<file path="src/rtl/dm_load_unit_pkg.sv">
// Shared load-unit definitions: op codes, exception codes, address map and fault classification.
`timescale 1ns/1ps
package dm_load_unit_pkg;

  localparam int IDX_W = 12;

  typedef enum logic [2:0] {
    LD_LW  = 3'd0,
    LD_LB  = 3'd1,
    LD_LBU = 3'd2,
    LD_LH  = 3'd3,
    LD_LHU = 3'd4
  } ld_op_e;

  localparam logic [4:0] EXC_AdEL = 5'd4;
  localparam logic [4:0] EXC_AdES = 5'd5;
  localparam logic [4:0] EXC_Ri   = 5'd10;
  localparam logic [4:0] EXC_Ov   = 5'd12;

  localparam logic [31:0] DM_START    = 32'h0000_0000;
  localparam logic [31:0] DM_END      = 32'h0000_2FFF;
  localparam logic [31:0] TIME0_START = 32'h0000_7F00;
  localparam logic [31:0] TIME0_END   = 32'h0000_7F0B;
  localparam logic [31:0] TIME1_START = 32'h0000_7F10;
  localparam logic [31:0] TIME1_END   = 32'h0000_7F1B;

  typedef enum logic [1:0] {
    SEL_DM     = 2'd0,
    SEL_TIMER0 = 2'd1,
    SEL_TIMER1 = 2'd2,
    SEL_NONE   = 2'd3
  } rd_sel_e;

  typedef enum logic [1:0] {
    ST_IDLE = 2'd0,
    ST_WAIT = 2'd1,
    ST_RESP = 2'd2
  } state_e;

  typedef struct packed {
    logic       exc;
    logic [4:0] code;
  } fault_t;

  // DM_START is zero, so only the upper bound needs comparing.
  function automatic rd_sel_e addr_region(input logic [31:0] addr);
    if (addr <= DM_END) begin
      return SEL_DM;
    end else if (addr >= TIME0_START && addr <= TIME0_END) begin
      return SEL_TIMER0;
    end else if (addr >= TIME1_START && addr <= TIME1_END) begin
      return SEL_TIMER1;
    end else begin
      return SEL_NONE;
    end
  endfunction

  function automatic fault_t load_fault(input logic [2:0] op, input logic [31:0] addr);
    fault_t  f;
    rd_sel_e region;
    region = addr_region(addr);
    f.exc  = 1'b1;
    f.code = EXC_AdEL;
    if (op > LD_LHU) begin
      f.code = EXC_Ri;
    end else if ((op == LD_LW && addr[1:0] != 2'd0) ||
                 ((op == LD_LH || op == LD_LHU) && addr[0] != 1'b0)) begin
      f.code = EXC_AdEL;
    end else if (region == SEL_NONE) begin
      f.code = EXC_AdEL;
    end else if (region != SEL_DM && op != LD_LW) begin
      f.code = EXC_AdEL;
    end else begin
      f.exc  = 1'b0;
      f.code = 5'd0;
    end
    return f;
  endfunction

endpackage

</file>
<file path="src/rtl/dm_load_unit_if.sv">
// Request, memory-read and response bundle of the load unit; slave = load unit side.
`timescale 1ns/1ps
interface dm_load_unit_if;
  import dm_load_unit_pkg::*;

  logic             req_valid;
  logic             req_ready;
  logic [31:0]      req_addr;
  logic [2:0]       req_op;
  logic [31:0]      req_pc;
  logic             mem_rd_en;
  logic [1:0]       mem_rd_sel;
  logic [IDX_W-1:0] mem_rd_idx;
  logic [31:0]      mem_rd_data;
  logic             resp_valid;
  logic             resp_ready;
  logic [31:0]      resp_data;
  logic             resp_exc;
  logic [4:0]       resp_exccode;
  logic [31:0]      resp_pc;

  modport slave (
    input  req_valid, req_addr, req_op, req_pc, mem_rd_data, resp_ready,
    output req_ready, mem_rd_en, mem_rd_sel, mem_rd_idx,
           resp_valid, resp_data, resp_exc, resp_exccode, resp_pc
  );

  modport master (
    output req_valid, req_addr, req_op, req_pc, mem_rd_data, resp_ready,
    input  req_ready, mem_rd_en, mem_rd_sel, mem_rd_idx,
           resp_valid, resp_data, resp_exc, resp_exccode, resp_pc
  );
endinterface

</file>
<file path="src/rtl/dm_load_unit_load_extract.sv">
// Combinational byte/half selection and sign/zero extension of a returned memory word.
`timescale 1ns/1ps
module load_extract
  import dm_load_unit_pkg::*;
(
  input  logic [31:0] word_i,
  input  logic [1:0]  off_i,
  input  logic [2:0]  op_i,
  output logic [31:0] data_o
);

  logic [7:0]  byte_s;
  logic [15:0] half_s;

  // Pick the addressed lane, then extend according to the op.
  always_comb begin
    byte_s = 8'd0;
    half_s = 16'd0;
    data_o = word_i;
    case (off_i)
      2'd0:    byte_s = word_i[7:0];
      2'd1:    byte_s = word_i[15:8];
      2'd2:    byte_s = word_i[23:16];
      2'd3:    byte_s = word_i[31:24];
      default: byte_s = 8'd0;
    endcase
    if (off_i[1]) begin
      half_s = word_i[31:16];
    end else begin
      half_s = word_i[15:0];
    end
    case (op_i)
      LD_LB:   data_o = {{24{byte_s[7]}}, byte_s};
      LD_LBU:  data_o = {24'd0, byte_s};
      LD_LH:   data_o = {{16{half_s[15]}}, half_s};
      LD_LHU:  data_o = {16'd0, half_s};
      default: data_o = word_i;
    endcase
  end

endmodule

</file>
<file path="src/rtl/dm_load_unit.sv">
// Load unit: classifies, issues one synchronous word read, extracts and returns via valid/ready.
// Optional: define LOAD_TRACE_EN to print a trace line per accepted non-faulting response.
`timescale 1ns/1ps
module dm_load_unit
  import dm_load_unit_pkg::*;
(
  input  logic          clk,
  input  logic          reset,
  dm_load_unit_if.slave bus,
  output logic          busy_o
);

  state_e      state_q;
  logic [1:0]  off_q;
  logic [2:0]  op_q;
  logic [31:0] pc_q;
  logic        resp_valid_q;
  logic        resp_exc_q;
  logic [4:0]  resp_exccode_q;
  logic [31:0] resp_data_q;
  fault_t      fault_s;
  rd_sel_e     region_s;
  logic        accept_s;
  logic [31:0] ext_data_s;

  assign fault_s  = load_fault(bus.req_op, bus.req_addr);
  assign region_s = addr_region(bus.req_addr);
  assign accept_s = (state_q == ST_IDLE) && bus.req_valid;

  assign bus.req_ready  = (state_q == ST_IDLE);
  assign busy_o         = (state_q != ST_IDLE);
  assign bus.mem_rd_en  = accept_s && !fault_s.exc;
  assign bus.mem_rd_sel = (region_s == SEL_NONE) ? SEL_DM : region_s;
  assign bus.mem_rd_idx = (region_s == SEL_TIMER0 || region_s == SEL_TIMER1) ?
                          {{(IDX_W-2){1'b0}}, bus.req_addr[3:2]} :
                          bus.req_addr[IDX_W+1:2];

  assign bus.resp_valid   = resp_valid_q;
  assign bus.resp_exc     = resp_exc_q;
  assign bus.resp_exccode = resp_exccode_q;
  assign bus.resp_data    = resp_data_q;
  assign bus.resp_pc      = pc_q;

  load_extract u_extract (
    .word_i (bus.mem_rd_data),
    .off_i  (off_q),
    .op_i   (op_q),
    .data_o (ext_data_s)
  );

  // Load FSM; faults skip WAIT and go straight to RESP.
  always_ff @(posedge clk) begin
    if (reset) begin
      state_q        <= ST_IDLE;
      off_q          <= 2'd0;
      op_q           <= 3'd0;
      pc_q           <= 32'd0;
      resp_valid_q   <= 1'b0;
      resp_exc_q     <= 1'b0;
      resp_exccode_q <= 5'd0;
      resp_data_q    <= 32'd0;
    end else begin
      case (state_q)
        ST_IDLE: begin
          if (bus.req_valid) begin
            off_q <= bus.req_addr[1:0];
            op_q  <= bus.req_op;
            pc_q  <= bus.req_pc;
            if (fault_s.exc) begin
              resp_exc_q     <= 1'b1;
              resp_exccode_q <= fault_s.code;
              resp_data_q    <= 32'd0;
              resp_valid_q   <= 1'b1;
              state_q        <= ST_RESP;
            end else begin
              resp_exc_q     <= 1'b0;
              resp_exccode_q <= 5'd0;
              state_q        <= ST_WAIT;
            end
          end else begin
            state_q <= ST_IDLE;
          end
        end
        ST_WAIT: begin
          resp_data_q  <= ext_data_s;
          resp_valid_q <= 1'b1;
          state_q      <= ST_RESP;
        end
        ST_RESP: begin
          if (bus.resp_ready) begin
            resp_valid_q <= 1'b0;
            state_q      <= ST_IDLE;
          end else begin
            state_q <= ST_RESP;
          end
        end
        default: begin
          resp_valid_q <= 1'b0;
          state_q      <= ST_IDLE;
        end
      endcase
    end
  end

`ifdef LOAD_TRACE_EN
  logic [29:0] trace_word_q;

  // Word address of the in-flight load, kept only for the trace line.
  always_ff @(posedge clk) begin
    if (reset) begin
      trace_word_q <= 30'd0;
    end else if (accept_s) begin
      trace_word_q <= bus.req_addr[31:2];
    end else begin
      trace_word_q <= trace_word_q;
    end
  end

  // One trace line per handed-off non-faulting load.
  always_ff @(posedge clk) begin
    if (!reset && resp_valid_q && bus.resp_ready && !resp_exc_q) begin
      $display("%d@%h: %h <= *%h", $time, pc_q, resp_data_q, {trace_word_q, 2'b00});
    end
  end
`endif

endmodule

</file>
<file path="src/flat_wrapper.sv">
// flat-port wrapper written by rule: the top's interface ports become plain ports
module dm_load_unit_flat import dm_load_unit_pkg::*;
  (clk, reset, busy_o, bus_req_valid, bus_req_addr, bus_req_op, bus_req_pc, bus_mem_rd_data, bus_resp_ready, bus_req_ready, bus_mem_rd_en, bus_mem_rd_sel, bus_mem_rd_idx, bus_resp_valid, bus_resp_data, bus_resp_exc, bus_resp_exccode, bus_resp_pc);
  dm_load_unit_if bus_i ();
  input  logic clk;
  input  logic reset;
  output logic busy_o;
  input wire logic [$bits(bus_i.req_valid)-1:0] bus_req_valid;
  input wire logic [$bits(bus_i.req_addr)-1:0] bus_req_addr;
  input wire logic [$bits(bus_i.req_op)-1:0] bus_req_op;
  input wire logic [$bits(bus_i.req_pc)-1:0] bus_req_pc;
  input wire logic [$bits(bus_i.mem_rd_data)-1:0] bus_mem_rd_data;
  input wire logic [$bits(bus_i.resp_ready)-1:0] bus_resp_ready;
  output wire logic [$bits(bus_i.req_ready)-1:0] bus_req_ready;
  output wire logic [$bits(bus_i.mem_rd_en)-1:0] bus_mem_rd_en;
  output wire logic [$bits(bus_i.mem_rd_sel)-1:0] bus_mem_rd_sel;
  output wire logic [$bits(bus_i.mem_rd_idx)-1:0] bus_mem_rd_idx;
  output wire logic [$bits(bus_i.resp_valid)-1:0] bus_resp_valid;
  output wire logic [$bits(bus_i.resp_data)-1:0] bus_resp_data;
  output wire logic [$bits(bus_i.resp_exc)-1:0] bus_resp_exc;
  output wire logic [$bits(bus_i.resp_exccode)-1:0] bus_resp_exccode;
  output wire logic [$bits(bus_i.resp_pc)-1:0] bus_resp_pc;
  assign bus_i.req_valid = bus_req_valid;
  assign bus_i.req_addr = bus_req_addr;
  assign bus_i.req_op = bus_req_op;
  assign bus_i.req_pc = bus_req_pc;
  assign bus_i.mem_rd_data = bus_mem_rd_data;
  assign bus_i.resp_ready = bus_resp_ready;
  assign bus_req_ready = bus_i.req_ready;
  assign bus_mem_rd_en = bus_i.mem_rd_en;
  assign bus_mem_rd_sel = bus_i.mem_rd_sel;
  assign bus_mem_rd_idx = bus_i.mem_rd_idx;
  assign bus_resp_valid = bus_i.resp_valid;
  assign bus_resp_data = bus_i.resp_data;
  assign bus_resp_exc = bus_i.resp_exc;
  assign bus_resp_exccode = bus_i.resp_exccode;
  assign bus_resp_pc = bus_i.resp_pc;
  dm_load_unit u_core (.clk(clk), .reset(reset), .bus(bus_i), .busy_o(busy_o));
endmodule
</file>
<file path="config.mk">
export PLATFORM = sky130hd
export DESIGN_NAME = dm_load_unit_flat
export DESIGN_NICKNAME = d
export VERILOG_FILES = /design/src/rtl/dm_load_unit_pkg.sv /design/src/rtl/dm_load_unit_if.sv /design/src/rtl/dm_load_unit_load_extract.sv /design/src/rtl/dm_load_unit.sv /design/src/flat_wrapper.sv
export SDC_FILE = /design/constraint.sdc
export NUM_CORES = 1
export LEC_CHECK = 0
export CAP_MARGIN = 30
export CORE_MARGIN = 4
export CORE_UTILIZATION = 43
export CTS_CLUSTER_DIAMETER = 150
export CTS_CLUSTER_SIZE = 40
export DETAILED_ROUTE_END_ITERATION = 8
export PLACE_DENSITY = 0.86
export SLEW_MARGIN = 20
export SYNTH_ARGS = -nofsm -noshare
export SYNTH_HDL_FRONTEND = slang
export SYNTH_HIERARCHICAL = 1
export SYNTH_SLANG_ARGS = --single-unit
</file>
<file path="constraint.sdc">
create_clock -name clk -period 4.7 [get_ports clk]
set_clock_uncertainty 0.15 [all_clocks]
set_input_delay 0.705 -clock clk [delete_from_list [all_inputs] [get_ports clk]]
set_output_delay 0.705 -clock clk [all_outputs]
set_load 0.02 [all_outputs]
</file>
# Yosys cells after proc, flatten, opt, wreduce, memory -nomap -nowiden
# Index checks and enable logic that the tools add are counted.
# W data, S select, Z words.
[word_totals]
reg_bits = 78
inputBits = 103
out_inout_bits = 88
word_cells = 82
[classes]
magnitude_cmp = 6
eq_ne = 17
mux = 29
n_reduce_logical = 22
[ops]
columns = ["op", "n"]
rows = [
  ["$pmux W32 S4", 1],
  ["$ge A32 B15 Y1 const B", 2],
  ["$le A32 B15 Y1 const B", 2],
  ["$mux W32", 2],
  ["$pmux W32 S2", 1],
  ["$le A32 B14 Y1 const B", 1],
  ["$pmux W8 S4", 1],
  ["$mux W5", 4],
  ["$mux W16", 1],
  ["$mux W12", 1],
  ["$mux W2", 6],
  ["$eq A2 B2 Y1 const B", 5],
  ["$eq A3 B2 Y1 const B", 3],
  ["$mux W1", 9],
  ["$reduce_bool A2 Y1", 4],
  ["$logic_and A1 B1 Y1", 7],
  ["$eq A2 B1 Y1 const B", 3],
  ["$eq A3 B3 Y1 const B", 2],
  ["$pmux W2 S3", 1],
  ["$reduce_and A3 Y1", 2],
  ["$logic_not A2 Y1", 2],
  ["$ne A2 B2 Y1 const B", 2],
  ["$eq A3 B1 Y1 const B", 1],
  ["$gt A3 B3 Y1 const B", 1],
  ["other kinds (8)", 10],
]

# Logic depth before layout (Yosys ltp)
# Gate-level depths: netlist of the first run.
[depth]
depth_word = 14
depth_mapped = 12

# Hierarchy
# Netlist of the first run, hierarchy kept.
[modules_own_cells]
columns = ["mod", "n_inst", "cells_per_inst", "area_per_inst_um2"]
rows = [
  ["dm_load_unit", 1, 315, 2851.5],
  ["load_extract", 1, 99, 883.3],
]

# Worst setup path before layout of the first run
# No wires, ideal clock.
[synth_path]
path_type = "input to output"
start = "input bus_req_addr[17]"
end = "output bus_mem_rd_en"
arrival_ps = 2749
slack_ps = 1096
path_stages = 9
n_path_buf = 0
cell_sequence = "nor4_1 -> nand4_1 -> nor4_1 -> o21a_1 -> ha_1 -> o21ba_2 -> a31oi_1 -> nand3_1 -> nor3_1"
[synth_via]
elab_chain_len = 13
elab_cells_between_ends = 19
cone_classes = "5 x order compare; 1 x eq/ne; 7 x mux; 6 x reduce/logical"
[synth_rtl]
columns = ["element", "line_no", "source"]
rows = [
  ["from (decl)", "flat_wrapper.sv:9", "input wire logic [$bits(bus_i.req_addr)-1:0] bus_req_addr;"],
  ["$ge A32 B15 Y1 or $le A32 B15 Y1 (tied branches)", "dm_load_unit_pkg.sv:51", "end else if (addr >= TIME1_START && addr <= TIME1_END) begin"],
  ["$logic_and A1 B1 Y1", "dm_load_unit_pkg.sv:51", ""],
  ["$mux W1", "dm_load_unit_pkg.sv:51", ""],
  ["$mux W2", "dm_load_unit_pkg.sv:49", "end else if (addr >= TIME0_START && addr <= TIME0_END) begin"],
  ["$mux W2 (*)", "dm_load_unit_pkg.sv:47", "if (addr <= DM_END) begin"],
  ["$reduce_bool A2 Y1", "dm_load_unit_pkg.sv:71", "end else if (region != SEL_DM && op != LD_LW) begin"],
  ["$logic_and A1 B1 Y1", "dm_load_unit_pkg.sv:71", ""],
  ["$mux W1", "dm_load_unit_pkg.sv:71", ""],
  ["$mux W1 (*)", "dm_load_unit_pkg.sv:69", "end else if (region == SEL_NONE) begin"],
  ["$mux W1 (*)", "dm_load_unit_pkg.sv:66", "end else if ((op == LD_LW && addr[1:0] != 2'd0) ||"],
  ["$mux W1 (*)", "dm_load_unit_pkg.sv:64", "if (op > LD_LHU) begin"],
  ["$logic_not A1 Y1 (*)", "dm_load_unit.sv:32", "assign bus.mem_rd_en = accept_s && !fault_s.exc;"],
  ["$logic_and A1 B1 Y1 (*)", "dm_load_unit.sv:32", ""],
  ["to (decl)", "flat_wrapper.sv:15", "output wire logic [$bits(bus_i.mem_rd_en)-1:0] bus_mem_rd_en;"],
]
# Mark *: on every way between the ends. The rest lies on a longest branch, timed or not.

# Worst setup path in the final report of the first run
[layout_path]
start = "input bus_req_addr[7]"
end = "output bus_mem_rd_idx[11]"
[layout_via]
elab_chain_len = 8
elab_cells_between_ends = 14
cone_classes = "5 x order compare; 2 x eq/ne; 4 x mux; 3 x reduce/logical"
[layout_rtl]
columns = ["element", "line_no", "source"]
rows = [
  ["$ge A32 B15 Y1 or $le A32 B15 Y1 (tied branches)", "dm_load_unit_pkg.sv:51", ""],
  ["$logic_and A1 B1 Y1", "dm_load_unit_pkg.sv:51", ""],
  ["$mux W1", "dm_load_unit_pkg.sv:51", ""],
  ["$mux W2", "dm_load_unit_pkg.sv:49", ""],
  ["$mux W2 (*)", "dm_load_unit_pkg.sv:47", ""],
  ["$eq A2 B1 Y1 or $eq A2 B2 Y1 (tied branches)", "dm_load_unit.sv:34", "assign bus.mem_rd_idx = (region_s == SEL_TIMER0 || region_s == SEL_TIMER1) ?"],
  ["$logic_or A1 B1 Y1 (*)", "dm_load_unit.sv:34", ""],
  ["$mux W12 (*)", "dm_load_unit.sv:34", ""],
  ["to (decl)", "flat_wrapper.sv:17", "output wire logic [$bits(bus_i.mem_rd_idx)-1:0] bus_mem_rd_idx;"],
]
# Marks and branches as above.

==> run metrics, run 1 <==
Pwr Total=1.58 mW; number of DRC markers in iteration 0=136; final core occ=69.8%; Boundary Pins=191; total congestion overflow=0; Crit Reg-Reg Endpoint=u_core/bus.resp_data[8]; Placeable Area=about 0.0083 mm2; clk_lat worst skew=0.34 ns; largest net degree at the start of global routing=45; max frequency=0.239 GHz; pre-CTS setup slack=-0.0248 ns; placed insts=678; Min-Delay Path Class=reg2reg; PnR worst setup slack=0.510 ns; CP Capture Point=bus_mem_rd_idx[11]; Clk pin slew, worst setup/hold paths=roughly 0.080 ns; worst reg2reg path depth=5; ANT nets after route=0; Startpoint Class=input pin; most frequent cells in the layout=clkdlybuf4s50_1 (187), nand2_1 (83), dfxtp_1 (75), a21oi_1 (43), a22o_2 (27); wire length per cell=around 18 um; worst vdd ir=0.000139 V; critical path's slowest cell=clkdlybuf4s50_1; initial antenna violation count=1; WP data required=slightly below 4 ns; via count=3916; DR vias/cell=5.63; Residual DRC=0; worst r2r src=u_core/off_q[1]; Final #Nets=691; drt first pass iters=5; Die H=101 um; num rows=33; ys async rst share=0%; commonest non-fill, non-tap cell in the layout=clkdlybuf4s50_1; die area=just over 0.01 mm2; Unique masters post-synth=52; PwrDens=271 mW/mm2; Fillers=668; Root Driver=clkbuf_8; RSZ-0062 raised after global routing=no; Static Leak=approximately 2.3 nW; H-tree levels=3; clk buf depth=2; WP data arrival=3.33 ns; Worst-Margin Slew=0.856 ns; WS Path Type=in2out; Post-synth top flop=dfxtp_1; Hold Worst Slack=0.306 ns; CTS tree=done; WL final=12.7 mm; placed inst area=0.00560 mm2; width of the chip=101 um; Post-synth EDFFs=0; Final Wtd Congestion=between 0.8 and 0.9; Initial Util=44.8%; Worst Setup SP=bus_req_addr[7]; hold_sp=u_core/bus.resp_pc[24]; crit-path cells=clkdlybuf4s50_1 -> nor2_1 -> nand3_1 -> a2111oi_1 -> and3_1 -> o21a_1 -> ha_1 -> nor2b_1 -> clkdlybuf4s50_1; Final Cell Area=between 0.005 and 0.006 mm2; synthesized instance count=414; number of global-route vias before repair=3972; HPWL Detailed=9.60 mm; max cap viols=0; clk sinks=75; cell area after synthesis=0.00373 mm2; non-filler cells, final=695; hold-fix buffers at CTS=0; status=completed; Synth Register Bits=75; max-slew violations=0; first-pass GRT wire length=19.4 mm; CTS buffer count=9; setup bufs post-CTS=0; # port buffers=188; most used cell, CP=clkdlybuf4s50_1; Tmin final=4.19 ns; setup slack, reg-to-reg=2.13 ns; gr usage total=24.1%; Max-Slew Margin vs Limit=a little over two fifths; Critical Path Sink Type=primary output; synth warn=6; post-synthesis sequential area ratio=40.2%; crit-path max FO=10; fraction of layout cells with a size suffix above 1=approximately 11%; TNS Setup=0 ns; P&R area growth vs syn=55.8%; final hold viol count=0; Avg Cell Area, Syn=9.02 um2; Tcrit/Tclk final=roughly 89%; endpoints failing setup=0; slowest stage delay, CP=0.65 ns
[worst min-delay path by stage]
stage,cells past startpoint,slack [ns],to
final,2,0.31,u_core/bus.resp_pc[24]
after floorplan,2,0.28,u_core/off_q[0]
after global routing,2,0.32,u_core/bus.resp_pc[25]
after CTS,2,0.31,u_core/bus.resp_pc[24]
after global placement,2,0.29,u_core/bus.resp_pc[10]
after detailed placement,2,0.30,u_core/bus.resp_pc[24]
[synthesized netlist by cell type, types with 2 or more instances]
library cell | number | share of area [%]
mux4_2 | 7 | 4.2
buf_4 | 6 | 1.2
and2_1 | 4 | 0.67
nand3_1 | 4 | 0.54
nor2b_1 | 12 | 2.0
nor2_1 | 9 | 0.90
buf_6 | 6 | 1.8
a221o_1 | 13 | 3.5
nor4_1 | 5 | 0.84
a31oi_1 | 3 | 0.50
buf_2 | 5 | 0.67
and3_1 | 8 | 1.3
a22o_2 | 27 | 7.2
nor3_1 | 3 | 0.40
a21o_1 | 17 | 3.4
inv_1 | 3 | 0.30
nand2_1 | 83 | 8.3
nand4_1 | 2 | 0.33
o21a_1 | 3 | 0.60
a22o_1 | 5 | 1.2
o211ai_1 | 2 | 0.40
clkbuf_1 | 19 | 1.9
ha_1 | 4 | 1.3
a21oi_1 | 43 | 5.8
nand2b_1 | 2 | 0.33
o21ai_0 | 13 | 1.7
dfxtp_1 | 75 | 40
a32oi_1 | 7 | 1.6
[worst max-delay path: cells and delay by family]
kind	cells	cell delay, ns
buf+inv	2	1.07
simple gates	4	0.69
compound gates	2	0.53
fa+ha+maj	1	0.35
[cell type report]
type                            instances  area, um2  share of cell area (%)
Antenna cell                            1       2.50                  0.0430
Clock buffer                           10        138                    2.37
Clock inverter                          6       72.6                    1.25
Inverter                                3       11.3                   0.194
Multi-Input combinational cell        300       2020                    34.7
Sequential cell                        75       1500                    25.8
Tap cell                              105        131                    2.26
Timing Repair Buffer                  195       1940                    33.4
[per-layer routing]
metal | part of all wire (%) | global-route usage, % | up-vias
met2 | 49 | 42.0 | 218
li1 | - | - | 1859
met3 | 11 | 6.47 | 35
met4 | 3.7 | 12.1 | 0
met1 | 37 | 26.9 | 1804
met5 | 0 | 0 | -
[timing repair]
action / CTS / global route
gates resized for setup: 1 / 2
setup endpoints to repair: 1 / 1
endpoints found under the hold margin: 0 / 0
[power by group]
group	internal (mW)	switching (mW)	total (mW)
Clock	0.266	0.260	0.526
Sequential	0.658	0.0219	0.680
Combinational	0.194	0.175	0.369
Total	1.12	0.457	1.58
[cells by family (layout without fill, tap and decap cells)]
kind of cell | count (synthesis) | count (layout) | synth area share [%]
xor gates and xnor gates | 2 | 2 | 0.670
other | 1 | 3 | 0.100
adders and majority gates | 4 | 4 | 1.34
AOI/OAI and AO/OA | 142 | 142 | 28.4
DFF | 75 | 75 | 40.2
muxes | 9 | 9 | 5.19
buffers and inverters | 40 | 214 | 6.03
and+or+nand+nor | 141 | 141 | 18.1
[state kept, by name (all words and copies together), names as in the netlist]
register and cells:
u_core/off_q 2, u_core/bus.resp_exc 1, u_core/bus.resp_data 32, u_core/op_q 3, u_core/bus.resp_pc 32, u_core/state_q 2, u_core/bus.resp_valid 1, u_core/bus.resp_exccode 2
(Power assumes the default switching activity.)
==> run 2: changes to the inputs <==
MAX_ROUTING_LAYER = met4   (was not set)
==> run metrics, run 2 (synthesized netlist as in run 1, its figures left out) <==
CTS buffer count=9; critical path's slowest cell=clkdlybuf4s50_1; Tmin final=4.23 ns; initial antenna violation count=0; placed inst area=roughly 0.0056 mm2; gr usage total=25.3%; Root Driver=clkbuf_8; clk buf depth=2; final core occ=69.8%; most used cell, CP=nand3_1; most frequent cells in the layout=clkdlybuf4s50_1 (187), nand2_1 (83), dfxtp_1 (75), a21oi_1 (43), a22o_2 (27); number of DRC markers in iteration 0=between 150 and 200; RSZ-0062 raised after global routing=no; final hold viol count=0; clk sinks=between 70 and 80; width of the chip=101 um; met2 wire len=between 6 and 7 mm; Initial Util=44.8%; Worst-Margin Slew=about 0.88 ns; Hold Worst Slack=0.306 ns; HPWL Detailed=9.77 mm; Residual DRC=0; top layer used by detailed routing=met4; Boundary Pins=191; worst r2r src=u_core/off_q[1]; clk_lat worst skew=0.35 ns; hold-fix buffers at CTS=0; Crit Reg-Reg Endpoint=u_core/bus.resp_data[8]; Final Cell Area=0.00582 mm2; max frequency=0.236 GHz; number of global-route vias before repair=3989; max cap viols=0; Max-Slew Margin vs Limit=roughly two fifths; Min-Delay Path Class=reg2reg; total congestion overflow=0; largest net degree at the start of global routing=45; Startpoint Class=input pin; Clk pin slew, worst setup/hold paths=0.08 ns; Final #Nets=692; max-slew violations=0; WP data required=3.85 ns; setup slack, reg-to-reg=between 2 and 2.5 ns; P&R area growth vs syn=55.8%; H-tree levels=3; Hold Path Sink=u_core/bus.resp_pc[28]; num rows=33; setup bufs post-CTS=0; WL final=about 13 mm; Critical Path Sink Type=primary output; PwrDens=~270 mW/mm2; Pwr Total=1.57 mW; Tcrit/Tclk final=about nine tenths; DR WL met3=1.39 mm; ANT nets after route=0; PnR worst setup slack=between 0.4 and 0.5 ns; hold_sp=u_core/bus.resp_pc[28]; Hold Path Depth=2; post_cts resized=1; Static Leak=2.28 nW; crit-path max FO=3; worst reg2reg path depth=5; CTS tree=done; first-pass GRT wire length=19.7 mm; fraction of layout cells with a size suffix above 1=a little under an eighth; Die H=101 um; routed length on met1=4.76 mm; Worst Setup SP=bus_req_addr[7]; # port buffers=188; worst vdd ir=0.000159 V; via count=3947; pre-CTS setup slack=-0.0335 ns; crit-path cells=clkdlybuf4s50_1 -> nor2_1 -> nand3_1 -> a2111oi_1 -> and3_1 -> o21a_1 -> ha_1 -> o21ba_2 -> a31oi_1 -> nand3_1 -> nor3_2 -> dlymetal6s2s_1; Final Wtd Congestion=0.882; endpoints failing setup=0; wire length per cell=18.7 um; die area=roughly 0.010 mm2; antenna diode count=0; WP data arrival=between 3 and 4 ns; Fillers=between 600 and 700; drt first pass iters=5; commonest non-fill, non-tap cell in the layout=clkdlybuf4s50_1; slowest stage delay, CP=0.42 ns; Placeable Area=0.00834 mm2; status=completed; DR vias/cell=5.68; WS Path Type=in2out
## run 2: cell types whose count changed in the layout (fill, tap and decap cells not counted), sizes merged
cell | previous run | this run
clkinv | 3 | 1
clkinvlp | 0 | 2
buf | 7 | 8
clkbuf | 10 | 9
diode | 1 | 0
inv | 5 | 6
## run 2: critical path: cells and delay by family
kind / cells / cell delay [ns]
compound gates: 4 / 0.86
fa+ha+maj: 1 / 0.16
buf+inv: 2 / 0.69
simple gates: 5 / 0.96
## run 2: how the worst max path moves through the flow
stage                          to  depth (start not counted)
global route        bus_mem_rd_en                         12
floorplan           bus_mem_rd_en                          9
CTS                 bus_mem_rd_en                         12
detailed placement  bus_mem_rd_en                         12
finish              bus_mem_rd_en                         12
global placement    bus_mem_rd_en                         12
## run 2: power breakdown
part	switching, mW	internal [mW]
combinational	0.177	0.195
clock	0.261	0.253
sequential	0.0225	0.658
## run 2: final cells by class
class	instances	area, um2	area share, %
sequential	75	1500	25.8
clock buffer	9	124	2.13
timing repair buffer	196	1950	33.5
multi-input combinational	300	2020	34.7
inverter	3	11.3	0.193
clock inverter	7	82.6	1.42
tap	105	131	2.26
## run 2: metal layers
metal | vias up | global-route usage [%]
met4 | 0 | 9.82
met5 | - | -
met3 | 35 | 6.82
met1 | 1823 | 28.1
li1 | 1850 | -
met2 | 239 | 43.2
## run 2: stage by stage
stage          std cells  TNS, ns
3_5_place_dp         679  -0.0335
5_1_grt              695        0
6_report             695        0
4_1_cts              695        0
2_1_floorplan        415        0
3_3_place_gp         678        0
